$ cat src/rtl/mio_bus_ctrl.sv
// Memory/IO bus controller: accepts one CPU access at a time and decodes it to RAM, IO or error.
// It inserts per-region wait states and completes each access with a one-cycle mio_ready pulse.
module mio_bus_ctrl #(
    parameter int unsigned RAM_AW   = 10,
    parameter int unsigned RAM_WAIT = 1,
    parameter int unsigned IO_WAIT  = 2
) (
    input  logic              clk,
    input  logic              reset,
    input  logic              cpu_mio,
    input  logic              mem_r,
    input  logic              mem_w,
    input  logic [31:0]       addr,
    input  logic [31:0]       wdata,
    output logic [31:0]       rdata,
    output logic              mio_ready,
    output logic              bus_err,
    output logic              ram_en,
    output logic              ram_we,
    output logic [RAM_AW-1:0] ram_addr,
    output logic [31:0]       ram_wdata,
    input  logic [31:0]       ram_rdata,
    output logic              io_rd,
    output logic              io_wr,
    output logic [31:0]       io_addr,
    output logic [31:0]       io_wdata,
    input  logic [31:0]       io_rdata
);

    localparam logic [1:0] IDLE    = 2'd0;
    localparam logic [1:0] RAM_ACC = 2'd1;
    localparam logic [1:0] IO_ACC  = 2'd2;
    localparam logic [1:0] DONE    = 2'd3;

    logic [1:0]  state_q, state_d;
    logic [3:0]  cnt_q, cnt_d;
    logic [31:0] addr_q, addr_d;
    logic [31:0] wdata_q, wdata_d;
    logic [31:0] rdata_q, rdata_d;
    logic        wr_q, wr_d;
    logic        err_q, err_d;
    logic        first_q, first_d;

    logic is_ram, is_io, bad_req;

    assign is_ram  = (addr[31:28] == 4'h0);
    assign is_io   = (addr[31:28] == 4'hE) || (addr[31:28] == 4'hF);
    assign bad_req = (mem_r & mem_w) || (addr[1:0] != 2'b00) || !(is_ram || is_io);

    always_comb begin
        state_d = state_q;
        cnt_d   = cnt_q;
        addr_d  = addr_q;
        wdata_d = wdata_q;
        rdata_d = rdata_q;
        wr_d    = wr_q;
        err_d   = err_q;
        first_d = 1'b0;
        case (state_q)
            IDLE: begin
                if (cpu_mio && (mem_r || mem_w)) begin
                    addr_d  = addr;
                    wdata_d = wdata;
                    wr_d    = mem_w & ~mem_r;
                    err_d   = bad_req;
                    first_d = 1'b1;
                    if (bad_req) begin
                        // Rejected accesses never touch a strobe; reads return zero.
                        state_d = DONE;
                        if (mem_r) rdata_d = 32'h0;
                    end else if (is_ram) begin
                        state_d = RAM_ACC;
                        cnt_d   = 4'(RAM_WAIT);
                    end else begin
                        state_d = IO_ACC;
                        cnt_d   = 4'(IO_WAIT);
                    end
                end
            end
            RAM_ACC, IO_ACC: begin
                if (cnt_q != 4'd0) begin
                    cnt_d = cnt_q - 4'd1;
                end else begin
                    state_d = DONE;
                    if (!wr_q) rdata_d = (state_q == RAM_ACC) ? ram_rdata : io_rdata;
                end
            end
            default: state_d = IDLE;
        endcase
    end

    always_ff @(posedge clk or posedge reset) begin
        if (reset) begin
            state_q <= IDLE;
            cnt_q   <= 4'd0;
            addr_q  <= 32'h0;
            wdata_q <= 32'h0;
            rdata_q <= 32'h0;
            wr_q    <= 1'b0;
            err_q   <= 1'b0;
            first_q <= 1'b0;
        end else begin
            state_q <= state_d;
            cnt_q   <= cnt_d;
            addr_q  <= addr_d;
            wdata_q <= wdata_d;
            rdata_q <= rdata_d;
            wr_q    <= wr_d;
            err_q   <= err_d;
            first_q <= first_d;
        end
    end

    // All outputs decode registered state only.
    assign rdata     = rdata_q;
    assign mio_ready = (state_q == DONE);
    assign bus_err   = (state_q == DONE) & err_q;
    assign ram_en    = (state_q == RAM_ACC);
    assign ram_we    = (state_q == RAM_ACC) & wr_q;
    assign ram_addr  = addr_q[RAM_AW+1:2];
    assign ram_wdata = wdata_q;
    assign io_rd     = (state_q == IO_ACC) & ~wr_q;
    assign io_wr     = (state_q == IO_ACC) & wr_q & first_q;
    assign io_addr   = addr_q;
    assign io_wdata  = wdata_q;

endmodule

$ cat config.mk
export PLATFORM = sky130hd
export DESIGN_NAME = mio_bus_ctrl
export DESIGN_NICKNAME = d
export VERILOG_FILES = /design/src/rtl/mio_bus_ctrl.sv
export SDC_FILE = /design/constraint.sdc
export NUM_CORES = 1
export LEC_CHECK = 0
export ABC_AREA = 1
export CAP_MARGIN = 25
export CORE_MARGIN = 2
export CORE_UTILIZATION = 39
export CTS_CLUSTER_DIAMETER = 200
export CTS_CLUSTER_SIZE = 8
export DETAILED_ROUTE_END_ITERATION = 10
export GPL_TIMING_DRIVEN = 0
export PLACE_DENSITY = 0.81
export REMOVE_ABC_BUFFERS = 1
export SLEW_MARGIN = 0
export SYNTH_ARGS = -nofsm -noshare
export SYNTH_HDL_FRONTEND = slang
export SYNTH_SLANG_ARGS = --single-unit
$ cat constraint.sdc
create_clock -name clk -period 4.85 [get_ports clk]
set_clock_uncertainty 0.2 [all_clocks]
set_input_delay 1.455 -clock clk [delete_from_list [all_inputs] [get_ports clk]]
set_output_delay 1.455 -clock clk [all_outputs]
set_load 0.01 [all_outputs]
# Yosys cells after proc, flatten, opt, wreduce, memory -nomap -nowiden
# Cells that the tools add are included.
dict set report totals {
  ff_bits 105
  latch_bits 0
  mem_bits_rw 0
  rom_bits 0
  input_bits 133
  out_inout_bits 144
  memories 0
}
dict set report op_classes {
  add_sub_neg 1
  multipliers 0
  div_mod_pow 0
  order_cmp 0
  n_eq_ne 12
  n_shift 0
  n_mux 19
  bitwise 9
  reduce_logical 17
}
# op n
set ops {}
lappend ops {{32-bit two-way mux} 6}
lappend ops {{32-bit case mux with 2 select lines} 1}
lappend ops {{2-bit inequality test, second input constant} 7}
lappend ops {{4-bit two-way mux} 3}
lappend ops {{2-bit two-way mux} 5}
lappend ops {{4-bit == test, second input constant} 2}
lappend ops {{4-bit case mux with 2 select lines} 1}
lappend ops {{1-bit bitwise AND} 7}
lappend ops {{6-bit AND reduction} 1}
lappend ops {{1-bit logical OR} 5}
lappend ops {{2-bit == test, second input constant} 2}
lappend ops {{4-bit logical NOT} 1}
lappend ops {{2-bit case mux with 2 select lines} 1}
lappend ops {{2-bit AND reduction} 2}
lappend ops {{4-bit AND reduction} 1}
lappend ops {{2-bit nonzero test} 2}
lappend ops {{4-bit nonzero test} 1}
lappend ops {{4-bit by 1-bit subtractor with 4-bit output, second input constant} 1}
lappend ops {{2-bit by 1-bit == test with 1-bit output, second input constant} 1}
lappend ops {{2-bit logical NOT} 1}
lappend ops {{1-bit two-way mux} 2}
lappend ops {{1-bit NOT} 2}
lappend ops {{2-bit OR reduction} 1}
lappend ops {{1-bit logical AND} 1}
lappend ops {{1-bit logical NOT} 1}

# Logic depth before layout (Yosys ltp)
dict set report logic_depth {
  depth_word 8
  mapped_depth 10
  mapped_depth_nobuf 9
}

# Least setup slack after synthesis
# No wires, ideal clock.
dict set report synth_path {
  kind {register -> output}
  startpoint {reg state_q[1]}
  endpoint {out ram_we}
  arrival_time_ns 1.258
  required_ns 3.195
  path_slack_ns 1.937
  stages_incl_launch_ff 7
  path_buffers 2
  cell_sequence {dfrtp_1 > inv_1 > ha_1 > buf_2 > clkbuf_1 > nand2_1 > inv_1}
}
dict set report synth_via {
  elab_chain_cells 2
}
# item line
set synth_lines {}
lappend synth_lines {{from (decl)} 35} ;# logic [1:0] state_q, state_d;
lappend synth_lines {{from (signal assigned)} 103} ;# state_q <= state_d;
lappend synth_lines {{2-bit by 1-bit == test with 1-bit output} -}
lappend synth_lines {{via ram_en} 18} ;# output logic ram_en,
lappend synth_lines {{1-bit bitwise AND} 119} ;# assign ram_we = (state_q == RAM_ACC) & wr_q;
lappend synth_lines {{to (decl)} 19} ;# output logic ram_we,
# The timed path passes the listed nets, and every way through them passes these cells.

# Final worst setup path
dict set report layout_path {
  startpoint {in mem_r}
  endpoint {reg wdata_q[30], in the netlist io_wdata[30]}
}
dict set report layout_via {
  elab_chain_cells 3
}
# item line
set layout_lines {}
lappend layout_lines {{from (decl)} 11} ;# input logic mem_r,
lappend layout_lines {{1-bit logical OR} 61} ;# if (cpu_mio && (mem_r || mem_w)) begin
lappend layout_lines {{1-bit logical AND} 61}
lappend layout_lines {{2-bit AND reduction (no source line)} -}
lappend layout_lines {{to (signal assigned)} 106} ;# wdata_q <= wdata_d;
lappend layout_lines {{to (decl)} 38} ;# logic [31:0] wdata_q, wdata_d;
# No other way between the ends.
# A chain may end at the register's enable or synchronous reset.

==> results.py <==
metrics = {
    "timing": {
        "worstMarginPinSlew_ns": 0.9941,
        "max_freq_mhz": 260.2,
        "timing.setup.tns_ns": 0,
        "slew_headroom_pct": 33.65,
        "slew_viol_final": 0,
        "hold_violations": 0,
        "period_needed_ns": 3.844,
        "rsz0062_at_grt": "no",
        "final-setup-viol-count": 0,
        "hold_ws_ns": 0.2683,
        "period_share_pct": 79.25,
    },
    "grt": {
        "grt_busiest_layer": "met2",
        "grt_start_max_net_pins": 70,
        "antenna_found_initial": 0,
        "grt_first_pass_wirelength_mm": 24.42,
        "met2_usage_pct": 35.69,
        "globalRouteOverflowTotal": 0,
        "met1_usage_pct": 27.25,
        "met3_usage_pct": 6.708,
        "grt_use_total_pct": 21.60,
        "grt_pass1_vias": 4740,
    },
    "placed_design": {
        "dpl.cell_count": 1029,
        "port_buffers": 276,
        "dp_hpwl_mm": 11.05,
        "gp_congestion": 0.8348,
        "placed_cell_area_um2": 7696,
    },
    "synthesis": {
        "synth_xor_area_share_pct": 0,
        "ys_ff_latch": 105,
        "yosys.cell_types.count": 24,
        "synth_largest_area_cell": "dfrtp_1",
        "syn_area_um2": 5096,
        "syn_area_per_cell_um2": 7.816,
        "synth_top_cells_by_area": "dfrtp_1, nand2_1, buf_4, nand3_1, a21oi_1",
        "yosysWarnings": 0,
        "netlist.area_leader.share_pct": 51.56,
        "yosysMostFrequentCell": "nand2_1",
        "synth-main-ff-cell": "dfrtp_1",
        "synth_common_cells": "nand2_1, dfrtp_1, buf_4, nand3_1, a21oi_1",
        "synth_fa_ha_area_share_pct": 1.228,
        "synth_edf_count": 0,
        "synth_mux_area_share_pct": 0,
        "synthCells": 652,
        "synth_simple_gate_area_share_pct": 31.79,
        "synth_compound_area_share_pct": 4.223,
        "postSynth.asyncResetShare_pct": 100.0,
        "synth_top_family_by_area": "simple AND/OR/NAND/NOR gates",
        "ys_seq_area_share_pct": 51.56,
    },
    "cells_and_area": {
        "diodes": 0,
        "utilization_pct": 62.94,
        "final_cell_area_um2": 7975,
        "syn_to_final_growth_pct": 56.49,
        "seqCellArea_um2": 2628,
        "layout.nets": 1006,
        "drive_gt1_share_pct": 3.326,
        "fillers": 1110,
        "final_cells": 1044,
        "multiInputGateArea_um2": 1911,
    },
    "floorplan": {
        "num_rows": 41,
        "core-area_um2": 12670,
        "die_h_um": 118.3,
        "start_util_pct": 40.22,
        "die_w_um": 118.3,
        "dieArea_um2": 14000,
        "ios": 277,
    },
    "critical_path": {
        "worstSetupPathType": "in2reg",
        "cp_max_fo": 69,
        "start_kind": "input port",
        "critPathArrivalTime_ns": 3.91,
        "crit_required_ns": 4.92,
        "worst_setup_path_end_kind": "flop",
    },
    "detailed_routing": {
        "wl_per_cell_um": 14.50,
        "drt_wl_total_mm": 15.14,
        "route.vias.total": 4815,
        "via_per_inst": 4.612,
        "drc": 0,
        "first_pass_iters": 4,
        "postRouteAntennaNets": 0,
        "initialDrtViolationCount": 274,
    },
    "worst_hold_path": {
        "hp-class": "reg2reg",
    },
    "cts": {
        "postCtsSetupRepairBufs": 0,
        "insertion_delay_ns": 0.34,
        "cts_tree": "done",
        "cts_made_buffers": 9,
        "root_buffer": "clkbuf_16",
        "cts-hold-fix-buffers": 0,
        "clk_pin_slew_ns": 0.06,
        "clock-sinks": 105,
        "postCtsResizedCells": 0,
        "clock_path_buffers": 2,
        "htree_levels": 3,
    },
    "power_and_ir_drop": {
        "peakVddDrop_mv": 0.3715,
        "p_leak_nw": 3.848,
        "cellPowerDensity_nw_per_um2": 644.0,
    },
    "job": {
        "maxCapViolCount": 0,
    },
    "outcome": {
        "outcome": "complete, no violations",
    },
}
[critical path, cell delays in order]
cell	delay, ns
clkdlybuf4s50_1	0.54
inv_2	0.04
nand2_1	0.11
nand3_4	0.59
inv_2	0.72
buf_12	0.26
nand2_1	0.07
nand2_1	0.07
[sequential cells by signal (all words and copies together), names as in the netlist]
name      flops
state_q       2
err_q         1
rdata        32
io_addr      32
io_wdata     32
wr_q          1
first_q       1
cnt_q         4
[where the power goes]
part           switching, mW  internal, mW
clock network          0.307         0.398
registers              0.257          1.25
logic                   1.52          1.40
[final cells by class]
cell class / count / share of cell area (%)
Clock buffer: 12 / 2.965
Clock inverter: 3 / 0.5334
Inverter: 20 / 0.9727
Multi-Input combinational cell: 452 / 23.96
Sequential cell: 105 / 32.95
Tap cell: 172 / 2.698
Timing Repair Buffer: 280 / 35.93
[cells by family (layout without fill, tap and decap cells)]
| logic type | count (synthesis) | after routing |
|---|---|---|
| buf+inv | 95 | 315 |
| fa+ha+maj | 5 | 5 |
| compound gates | 41 | 41 |
| simple gates | 406 | 406 |
| flops | 105 | 105 |
[cells in the final DEF, fill, tap and decap left out, types with 5 or more instances in the layout]
cell type and n:
nand2_1 347, clkdlybuf4s50_1 276, dfrtp_1 105, nand3_1 40, a21oi_1 33, inv_1 16, clkbuf_16 9, nor2_1 7
o21ai_0 5, ha_1 5
[final timing paths]
check | from | cells after the start | endpoint | slack [ns]
setup / recovery | mem_r | 8 | io_wdata[30] | 1.01
hold / removal | rdata[27] | 2 | rdata[27] | 0.27
setup reg to reg | state_q[0] | 7 | io_wdata[30] | 1.93
hold reg to reg | rdata[27] | 2 | rdata[27] | 0.27
max in group asynchronous | reset | 3 | io_wdata[7] | 2.39
min in group asynchronous | reset | 2 | rdata[20] | 1.35
[per-stage QoR]
step	worst slack, ns	power [mW]
2_1_floorplan	0.4345	2.851
3_3_place_gp	-1.555	4.338
3_5_place_dp	0.6039	4.461
4_1_cts	0.9618	5.190
5_1_grt	0.7489	5.523
6_report	1.006	5.136
[routing by layer]
| layer | routed length, µm | share of wire [%] | up-vias |
|---|---|---|---|
| li1 | - | - | 2402 |
| met1 | 6301 | 42 | 2194 |
| met2 | 7192 | 48 | 207 |
| met3 | 1481 | 9.8 | 12 |
| met4 | 160 | 1.1 | 0 |
| met5 | 0 | 0 | - |
No activity file was read; power rests on OpenSTA's default activity.
